<file path="src/rtl/bsg_link_ddr_downstream_sipo_if.sv">
// ----------------------------------------------------------------------------
// bsg_link_ddr_downstream_sipo_if
//   Bundles the link-side beat inputs and the core-side FIFO/credit outputs of
//   bsg_link_ddr_downstream_sipo.
//   master : link/consumer side (drives io_valid_i, io_data_i, core_yumi_i)
//   slave  : the downstream SIPO itself
//   Signals:
//     io_valid_i   [NUM_CHANNELS]  per-channel beat valid
//     io_data_i    [BW]            channel c at [c*CHANNEL_WIDTH +: CHANNEL_WIDTH]
//     core_valid_o                 FIFO head valid
//     core_data_o  [WIDTH]         FIFO head word
//     core_yumi_i                  consume head (only meaningful with core_valid_o)
//     token_o                      credit token
//     overflow_o                   sticky overflow flag
//     skew_err_o                   sticky channel-skew flag
//     words_rcvd_o [16]            pushed-word count (only with BSG_LINK_DS_WORD_CNT_EN)
//   Handshake: a word leaves the FIFO on every rising clk edge where
//   core_valid_o && core_yumi_i; core_yumi_i while core_valid_o=0 has no effect.
//   Beats carry no backpressure: a beat is taken on every edge where all bits
//   of io_valid_i are set.
// ----------------------------------------------------------------------------
interface bsg_link_ddr_downstream_sipo_if #(
    parameter int CHANNEL_WIDTH = 8,
    parameter int NUM_CHANNELS  = 2,
    parameter int WIDTH         = 64
);
    logic [NUM_CHANNELS-1:0]               io_valid_i;
    logic [NUM_CHANNELS*CHANNEL_WIDTH-1:0] io_data_i;
    logic                                  core_valid_o;
    logic [WIDTH-1:0]                      core_data_o;
    logic                                  core_yumi_i;
    logic                                  token_o;
    logic                                  overflow_o;
    logic                                  skew_err_o;
`ifdef BSG_LINK_DS_WORD_CNT_EN
    logic [15:0]                           words_rcvd_o;
`endif

    modport master (
        output io_valid_i, io_data_i, core_yumi_i,
        input  core_valid_o, core_data_o, token_o, overflow_o, skew_err_o
`ifdef BSG_LINK_DS_WORD_CNT_EN
        , words_rcvd_o
`endif
    );

    modport slave (
        input  io_valid_i, io_data_i, core_yumi_i,
        output core_valid_o, core_data_o, token_o, overflow_o, skew_err_o
`ifdef BSG_LINK_DS_WORD_CNT_EN
        , words_rcvd_o
`endif
    );
endinterface

</file>
<file path="src/rtl/bsg_link_ddr_downstream_sipo.sv">
// ----------------------------------------------------------------------------
// bsg_link_ddr_downstream_sipo
//   Receive side of the DDR link: gathers BEATS lockstep beats into a WIDTH-bit
//   word (beat 0 in the LSBs), queues words in a FIFO_ELS-deep FIFO and returns
//   credits by toggling token_o once every TOKEN_DECIMATION pops.
//   Ports:
//     clk    clock
//     rst_n  asynchronous active-low reset
//     link   bsg_link_ddr_downstream_sipo_if.slave (beats in, FIFO head/flags out)
//   Optional build macro BSG_LINK_DS_WORD_CNT_EN adds words_rcvd_o, a 16-bit
//   wrapping count of words actually written into the FIFO.
// ----------------------------------------------------------------------------
module bsg_link_ddr_downstream_sipo #(
    parameter int CHANNEL_WIDTH    = 8,
    parameter int NUM_CHANNELS     = 2,
    parameter int WIDTH            = 64,
    parameter int FIFO_ELS         = 4,
    parameter int TOKEN_DECIMATION = 4
) (
    input  logic                              clk,
    input  logic                              rst_n,
    bsg_link_ddr_downstream_sipo_if.slave     link
);
    localparam int BW    = NUM_CHANNELS * CHANNEL_WIDTH;
    localparam int BEATS = WIDTH / BW;
    localparam int CTR_W = (BEATS > 1) ? $clog2(BEATS) : 1;
    localparam int PTR_W = (FIFO_ELS > 1) ? $clog2(FIFO_ELS) : 1;
    localparam int TOK_W = (TOKEN_DECIMATION > 1) ? $clog2(TOKEN_DECIMATION) : 1;

    logic [CTR_W-1:0] beat_ctr;
    logic [WIDTH-1:0] asm_r;
    logic [WIDTH-1:0] word_next;
    logic [WIDTH-1:0] mem [FIFO_ELS];
    // One extra wrap bit on each pointer distinguishes full from empty.
    logic [PTR_W:0]   wr_ptr;
    logic [PTR_W:0]   rd_ptr;
    logic [TOK_W-1:0] tok_ctr;
    logic             token_r;
    logic             overflow_r;
    logic             skew_r;

    logic beat_all, beat_skew, last_beat, empty, full, pop, push_ok;

    assign beat_all  = &link.io_valid_i;
    assign beat_skew = (|link.io_valid_i) & ~beat_all;
    assign last_beat = beat_all && (beat_ctr == CTR_W'(BEATS - 1));
    assign empty     = (wr_ptr == rd_ptr);
    assign full      = (wr_ptr[PTR_W] != rd_ptr[PTR_W]) &&
                       (wr_ptr[PTR_W-1:0] == rd_ptr[PTR_W-1:0]);
    assign pop       = ~empty & link.core_yumi_i;
    // A pop in the same cycle frees the slot the push is about to use.
    assign push_ok   = last_beat && (~full || pop);

    // Assembly register with the current beat merged in; on the last beat this
    // is the complete word pushed into the FIFO.
    always_comb begin
        word_next = asm_r;
        word_next[beat_ctr*BW +: BW] = link.io_data_i;
    end

    always_ff @(posedge clk or negedge rst_n) begin
        if (!rst_n) begin
            beat_ctr <= '0;
            asm_r    <= '0;
            skew_r   <= 1'b0;
        end else if (beat_all) begin
            asm_r    <= word_next;
            beat_ctr <= last_beat ? '0 : beat_ctr + 1'b1;
        end else if (beat_skew) begin
            skew_r   <= 1'b1;
        end
    end

    always_ff @(posedge clk or negedge rst_n) begin
        if (!rst_n) begin
            for (int i = 0; i < FIFO_ELS; i++) mem[i] <= '0;
            wr_ptr     <= '0;
            rd_ptr     <= '0;
            overflow_r <= 1'b0;
        end else begin
            if (push_ok) begin
                mem[wr_ptr[PTR_W-1:0]] <= word_next;
                wr_ptr <= wr_ptr + 1'b1;
            end
            if (pop) rd_ptr <= rd_ptr + 1'b1;
            if (last_beat && full && !pop) overflow_r <= 1'b1;
        end
    end

    always_ff @(posedge clk or negedge rst_n) begin
        if (!rst_n) begin
            tok_ctr <= '0;
            token_r <= 1'b0;
        end else if (pop) begin
            if (tok_ctr == TOK_W'(TOKEN_DECIMATION - 1)) begin
                tok_ctr <= '0;
                token_r <= ~token_r;
            end else begin
                tok_ctr <= tok_ctr + 1'b1;
            end
        end
    end

`ifdef BSG_LINK_DS_WORD_CNT_EN
    logic [15:0] words_rcvd_r;
    always_ff @(posedge clk or negedge rst_n) begin
        if (!rst_n)       words_rcvd_r <= '0;
        else if (push_ok) words_rcvd_r <= words_rcvd_r + 16'd1;
    end
    assign link.words_rcvd_o = words_rcvd_r;
`endif

    assign link.core_valid_o = ~empty;
    assign link.core_data_o  = mem[rd_ptr[PTR_W-1:0]];
    assign link.token_o      = token_r;
    assign link.overflow_o   = overflow_r;
    assign link.skew_err_o   = skew_r;
endmodule

</file>
<file path="src/flat_wrapper.sv">
// flat-port wrapper written by rule: the top's interface ports become plain ports
module bsg_link_ddr_downstream_sipo_flat 
#(
    parameter int CHANNEL_WIDTH    = 8,
    parameter int NUM_CHANNELS     = 2,
    parameter int WIDTH            = 64,
    parameter int FIFO_ELS         = 4,
    parameter int TOKEN_DECIMATION = 4
)
  (clk, rst_n, link_io_valid_i, link_io_data_i, link_core_yumi_i, link_core_valid_o, link_core_data_o, link_token_o, link_overflow_o, link_skew_err_o);
  bsg_link_ddr_downstream_sipo_if #(.CHANNEL_WIDTH(CHANNEL_WIDTH), .NUM_CHANNELS(NUM_CHANNELS), .WIDTH(WIDTH)) link_i ();
  input  logic clk;
  input  logic rst_n;
  input wire logic [$bits(link_i.io_valid_i)-1:0] link_io_valid_i;
  input wire logic [$bits(link_i.io_data_i)-1:0] link_io_data_i;
  input wire logic [$bits(link_i.core_yumi_i)-1:0] link_core_yumi_i;
  output wire logic [$bits(link_i.core_valid_o)-1:0] link_core_valid_o;
  output wire logic [$bits(link_i.core_data_o)-1:0] link_core_data_o;
  output wire logic [$bits(link_i.token_o)-1:0] link_token_o;
  output wire logic [$bits(link_i.overflow_o)-1:0] link_overflow_o;
  output wire logic [$bits(link_i.skew_err_o)-1:0] link_skew_err_o;
  assign link_i.io_valid_i = link_io_valid_i;
  assign link_i.io_data_i = link_io_data_i;
  assign link_i.core_yumi_i = link_core_yumi_i;
  assign link_core_valid_o = link_i.core_valid_o;
  assign link_core_data_o = link_i.core_data_o;
  assign link_token_o = link_i.token_o;
  assign link_overflow_o = link_i.overflow_o;
  assign link_skew_err_o = link_i.skew_err_o;
  bsg_link_ddr_downstream_sipo #(.CHANNEL_WIDTH(CHANNEL_WIDTH), .NUM_CHANNELS(NUM_CHANNELS), .WIDTH(WIDTH), .FIFO_ELS(FIFO_ELS), .TOKEN_DECIMATION(TOKEN_DECIMATION)) u_core (.clk(clk), .rst_n(rst_n), .link(link_i));
endmodule
</file>
<file path="config.mk">
export PLATFORM = sky130hd
export DESIGN_NAME = bsg_link_ddr_downstream_sipo_flat
export DESIGN_NICKNAME = d
export VERILOG_FILES = /design/src/rtl/bsg_link_ddr_downstream_sipo_if.sv /design/src/rtl/bsg_link_ddr_downstream_sipo.sv /design/src/flat_wrapper.sv
export SDC_FILE = /design/constraint.sdc
export NUM_CORES = 1
export LEC_CHECK = 0
export CELL_PAD_IN_SITES_DETAIL_PLACEMENT = 2
export CELL_PAD_IN_SITES_GLOBAL_PLACEMENT = 2
export CORE_UTILIZATION = 48
export CTS_BUF_LIST = sky130_fd_sc_hd__clkbuf_4
export CTS_CLUSTER_DIAMETER = 200
export DETAILED_ROUTE_END_ITERATION = 8
export PLACE_DENSITY_LB_ADDON = 0.1
export SYNTH_ARGS = -nofsm -noshare
export SYNTH_HDL_FRONTEND = slang
export SYNTH_SLANG_ARGS = --single-unit
</file>
<file path="constraint.sdc">
create_clock -name clk -period 3.7 [get_ports clk]
set_clock_uncertainty 0.05 [all_clocks]
set_input_delay 0.555 -clock clk [delete_from_list [all_inputs] [get_ports clk]]
set_output_delay 0.555 -clock clk [all_outputs]
set_load 0.005 [all_outputs]
</file>
==> flow_summary.ini, run 1 <==
[global_routing]
antenna_found_initial = 1
first_global_vias = 11900
grt_max_degree = 88
grt_usage_pct = 32.5
grt_pass1_wl_um = 73800
overflow = 0

[layout]
multi_input_area_um2 = 5750
n_fill_cell = 2594
final-seq-area_um2 = 7940
drive_above_1_share_pct = 28.0
post-route-util_pct = 57.9
finalInstanceArea_um2 = 16700
stdcell_count = 1541
syn2layout_area_growth_pct = 18.0
nNetsFinal = 1130

[synth]
syn_inst = 971
ys_types = 43
synth_ff_type = dfrtp_1
ys_warn_count = 0
synth-edff-count = 0
synth_common_cells = dfrtp_1 (317), a2bb2oi_1 (76), mux4_2 (64), o22a_1 (64), mux2_2 (58)
synth.most_common_cell = dfrtp_1
yosysTopAreaCellShare_pct = 56.0
async_flop_share_pct = 100
synth_nets = 1004
yosys.area.top_type = dfrtp_1
synthesis.area_um2 = 14200
avgSynthCellArea_um2 = 14.6
synth_area_leaders = dfrtp_1 (56%), mux4_2 (10%), a2bb2oi_1 (4.7%)
ys_ff_latch = 317
synth-seq-area-share_pct = 56.0

[worst_setup_path]
crit_arrival_ps = 2940
critPathKind = flop to output pin
critPathMaxFanout = 26
r2r_start = u_core.beat_ctr[0]
cp-start-kind = flop
crit_path_end_kind = output pin
required_ps = 3090
reg2reg_to = u_core.mem[224]
r2r_cells = 5
ff2ff_setup_slack_ps = 580

[placement]
place_ws_ps = 739
io_buffer_count = 88
hpwl_um = 27000
place_inst = 1391
gp_congestion = 0.753
dpl-instance-area_um2 = 15600

[timing]
fin_crit_ps = 3550
drv_slew = 0
tightest_slew_ps = 912
layout_setup_ws_ps = 153
min_period_over_period_pct = 95.9
setup-tns-final_ps = 0
hold_viol_final = 0
max_clock_freq_ghz = 0.282
holdWs_ps = 389
max-slew-margin-rel_pct = 39.2
rsz0062_at_grt = no
setup_viol = 0

[routing]
vias_per_cell = 6.64
wl_per_cell_um = 30.5
ant_nets = 0
drt-total-wl_um = 47100
drc = 0
drtIter0Drc = 758
dr.pass1.iters = 5
via_count = 10200

[floorplanning]
initial_core_util_pct = 49.0
die_h_um = 174
core_um2 = 28900
core.rowCount = 62
dieArea_um2 = 30200
fp.dieW_um = 174
ios = 89

[pwr]
p_int_mw = 9.02
netSwitchingFraction_pct = 35.9
ir_drop_v = 0.000435
p_switching_mw = 5.04
power_frac_seq_pct = 38.3
p_comb_share_pct = 37.8
power_mw = 14.1
cellLeakagePower_nw = 7.42
pwr-share-clk_pct = 23.9
p_per_area_nw_per_um2 = 842

[clock_network]
root_buffer = clkbuf_4
clockBufferDepth = 3
path_clk_slew_ps = 80
clock_latency_ps = 760
cts_tree = done
htree_levels = 3
cts_sinks = 317
cts-buffers-inserted = 87
cts_setup_buffers = 0

[min_path]
hold_class = input pin to asynchronous set/reset pin

[job]
maxCapViolCount = 0

[run_status]
outcome = finished clean
[layer usage]
layer / GRT usage (%) / routed length, um
met5: 0 / 0
met3: 5.75 / 2370
met1: 41.1 / 19200
met4: 15.5 / 1630
met2: 54.2 / 23900
[registers in the layout, summed over array words and instances (netlist names)]
name / cells
u_core.asm_r: 48
u_core.beat_ctr: 2
u_core.link.overflow_o: 1
u_core.link.skew_err_o: 1
u_core.link.token_o: 1
u_core.mem: 256
u_core.rd_ptr: 3
u_core.tok_ctr: 2
u_core.wr_ptr: 3
[what timing repair did]
item | in CTS | in global routing
endpoints found under the setup margin | 1 | 0
gates resized for setup | 1 | 0
endpoints found under the hold margin | 80 | 0
hold buffers | 1 | 0
[layout by cell type, fill, tap and decap left out, types with 36 or more instances in the layout]
master and count:
buf_4 36, a2bb2oi_1 76, o32a_1 52, mux2_2 58, mux4_2 64, a22o_1 48, clkbuf_4 138, dfrtp_1 315
o22a_1 64, clkdlybuf4s50_1 87
[layout make-up]
cell class,count,area share [%]
sequential,317,47.5
multi-input combinational,533,34.4
timing repair buffer,132,7.82
clock buffer,138,6.20
tap,384,2.88
inverter,26,0.584
clock inverter,10,0.539
antenna,1,0.0150
[worst max-delay path by stage]
stage / start / to / cells after the start
after CTS: u_core.rd_ptr[1] / link_core_valid_o / 5
after floorplan: u_core.rd_ptr[0] / link_core_data_o[10] / 4
final: u_core.rd_ptr[1] / link_core_valid_o / 5
after detailed placement: link_io_valid_i[1] / u_core.mem[205] / 6
after global routing: u_core.rd_ptr[1] / link_core_valid_o / 5
after global placement: link_io_valid_i[0] / u_core.mem[77] / 6
[logic make-up after synthesis]
group | Yosys count | share of synthesized area [%]
flip-flops | 317 | 56.0
AO/OA/AOI/OAI | 307 | 19.8
multiplexers | 132 | 15.6
buffers and inverters | 121 | 3.77
AND/OR/NAND/NOR | 71 | 2.86
adder cells (fa/ha/maj) | 12 | 1.06
XOR/XNOR | 11 | 0.919
[power groups by stage]
stage | clock [mW] | combinational (mW) | sequential, mW
2_1_floorplan | 0 | 3.23 | 5.02
3_3_place_gp | 0 | 5.04 | 5.26
3_5_place_dp | 0 | 5.24 | 5.36
4_1_cts | 3.45 | 5.35 | 5.36
5_1_grt | 3.60 | 5.65 | 5.47
6_report | 3.37 | 5.32 | 5.38
[critical path, stage by stage, from the launching register on]
cell and delay (ps):
dfrtp_2 920, xor2_1 210, buf_4 260, nor2_1 110
nand2_1 170, clkdlybuf4s50_1 530
No activity file was read; power rests on OpenSTA's default activity.
==> run 2, diff against run 1 <==
--- a/config.mk
+++ b/config.mk
@@ -15,3 +15,4 @@
 export SYNTH_ARGS = -nofsm -noshare
 export SYNTH_HDL_FRONTEND = slang
 export SYNTH_SLANG_ARGS = --single-unit
+export TNS_END_PERCENT = 100
==> results of run 2 <==
Same layout as run 1: the final DEF is identical, and so are final timing and power.
==> run 3, diff against run 2 <==
--- a/config.mk
+++ b/config.mk
@@ -7,10 +7,11 @@
 export LEC_CHECK = 0
 export CELL_PAD_IN_SITES_DETAIL_PLACEMENT = 2
 export CELL_PAD_IN_SITES_GLOBAL_PLACEMENT = 2
-export CORE_UTILIZATION = 48
+export CORE_UTILIZATION = 45
 export CTS_BUF_LIST = sky130_fd_sc_hd__clkbuf_4
 export CTS_CLUSTER_DIAMETER = 200
 export DETAILED_ROUTE_END_ITERATION = 8
+export MAX_ROUTING_LAYER = met4
 export PLACE_DENSITY_LB_ADDON = 0.1
 export SYNTH_ARGS = -nofsm -noshare
 export SYNTH_HDL_FRONTEND = slang
==> constraint.sdc (replaced) <==
create_clock -name clk -period 3.75 [get_ports clk]
set_clock_uncertainty 0.05 [all_clocks]
set_input_delay 0.5625 -clock clk [delete_from_list [all_inputs] [get_ports clk]]
set_output_delay 0.5625 -clock clk [all_outputs]
set_load 0.005 [all_outputs]
==> run 3 against run 2 <==
The flow now finishes with violations (design-rule violations). Sequential power decreased by 2%. Die area up 6.6%. Clock power fell by 4%. Non-clock buffer count rose by 1. Flip-flop and latch count is the same. Combinational power is 4.3% lower. Critical path depth is 2 lower. Via count shrank 2.2%. Power is 3.5% lower. Critical endpoint is now link_core_data_o[17]. Largest power group unchanged.
==> flow_summary.ini, run 3 (synthesized netlist as in run 1, its figures left out) <==
[run_status]
outcome = finished with violations
violations = design-rule violations

[routing]
vias_per_cell = 6.45
via_count = 10000
wl_per_cell_um = 28.1
drt-total-wl_um = 43700
ant_nets = 0
dr.pass1.iters = 9
drc = 6
drtIter0Drc = 652

[clock_network]
clockBufferDepth = 3
cts_setup_buffers = 0
clock_latency_ps = 730
cts_hold_buf = 1
ctsResizeCount = 0
cts-buffers-inserted = 86
path_clk_slew_ps = 70
cts_sinks = 317
root_buffer = clkbuf_4
cts_tree = done
htree_levels = 3

[layout]
final_common_cell = dfrtp_1
layout_common_cells = dfrtp_1 (315), clkbuf_4 (132), clkdlybuf4s50_1 (87), a2bb2oi_1 (76)
multi_input_area_um2 = 5740
largest_reg_flops = 256
n_fill_cell = 2842
stdcell_count = 1554
drive_above_1_share_pct = 27.5
syn2layout_area_growth_pct = 17.9
top_regs = u_core.mem: 256 flops, u_core.asm_r: 48 flops
nNetsFinal = 1130
post-route-util_pct = 54.2
final-seq-area_um2 = 7940
top_register = u_core.mem
finalInstanceArea_um2 = 16700

[timing]
setup-tns-final_ps = 0
drv_slew = 0
fin_crit_ps = 3540
min_period_over_period_pct = 94.3
max_clock_freq_ghz = 0.283
max-slew-margin-rel_pct = 44.3
setup_viol = 0
layout_setup_ws_ps = 213
holdWs_ps = 386
tightest_slew_ps = 836
rsz0062_at_grt = no
hold_viol_final = 0

[placement]
dpl-instance-area_um2 = 15600
gp_congestion = 0.747
io_buffer_count = 88
place_ws_ps = 678
hpwl_um = 25900
place_inst = 1404

[floorplanning]
core.rowCount = 64
fp.dieW_um = 179
initial_core_util_pct = 46.0
core_um2 = 30700
die_h_um = 179
ios = 89
dieArea_um2 = 32200

[pwr]
power_mw = 13.6
p_per_area_nw_per_um2 = 814
ir_drop_v = 0.000363
cellLeakagePower_nw = 7.40

[min_path]
hold_class = input pin to asynchronous set/reset pin

[worst_setup_path]
r2r_cells = 5
critPathKind = flop to output pin
crit_path_end_kind = output pin
required_ps = 3140
cp-start-kind = flop
crit_chain = buf_12 > mux4_2 > clkdlybuf4s50_1
slowest_delay_ps = 740
crit_slowest_cell = dfrtp_4
crit_arrival_ps = 2920
critPathMaxFanout = 34

[global_routing]
grt_max_degree = 78
grt_pass1_wl_um = 67600
first_global_vias = 11200
antenna_found_initial = 2
grt_usage_pct = 29.1
overflow = 0

[job]
maxCapViolCount = 0
==> run 3: cell types whose count changed in the layout (fill, tap and decap cells not counted), sizes merged <==
| cell | delta |
|---|---|
| clkinv | +6 |
| clkbuf | -6 |
| buf | +1 |
==> run 3: path summary, 6_finish.rpt <==
path,from,end,slack (ps)
setup / recovery,u_core.rd_ptr[0],link_core_data_o[17],210
min in group clk,u_core.link.skew_err_o,u_core.link.skew_err_o,430
max in group asynchronous,rst_n,u_core.mem[60],2290
hold / removal,rst_n,u_core.mem[152],390
setup reg to reg,u_core.beat_ctr[0],u_core.asm_r[34],600
hold reg to reg,u_core.link.skew_err_o,u_core.link.skew_err_o,430
==> run 3: layout make-up <==
cell class,instances,area share [%]
flip-flops and latches,317,47.6
multi-input cells,533,34.4
repair buffers,133,7.80
clock buffers,132,5.94
well taps,396,2.97
clock inverters,16,0.675
inverters,26,0.585
diodes,1,0.0150
==> run 3: worst max-delay path, delay by kind of cell (launching register included) <==
family / cells / cell delay [ps]
buffers and inverters: 2 / 830
multiplexers: 1 / 600
flip-flops: 1 / 740
==> run 3: power by group <==
| part | total, mW | internal (mW) | switching (mW) |
|---|---|---|---|
| clock network | 3.22 | 1.73 | 1.49 |
| logic | 5.09 | 2.63 | 2.45 |
| registers | 5.28 | 4.48 | 0.796 |
| total | 13.6 | 8.84 | 4.74 |
==> run 3: layer usage <==
layer / wire length, um / vias up / global-route usage, %
met2: 21200 / 270 / 44.9
met1: 19500 / 5488 / 39.1
li1: - / 4175 / -
met3: 1860 / 83 / 5.02
met4: 1110 / 0 / 10.1
met5: 0 / - / -
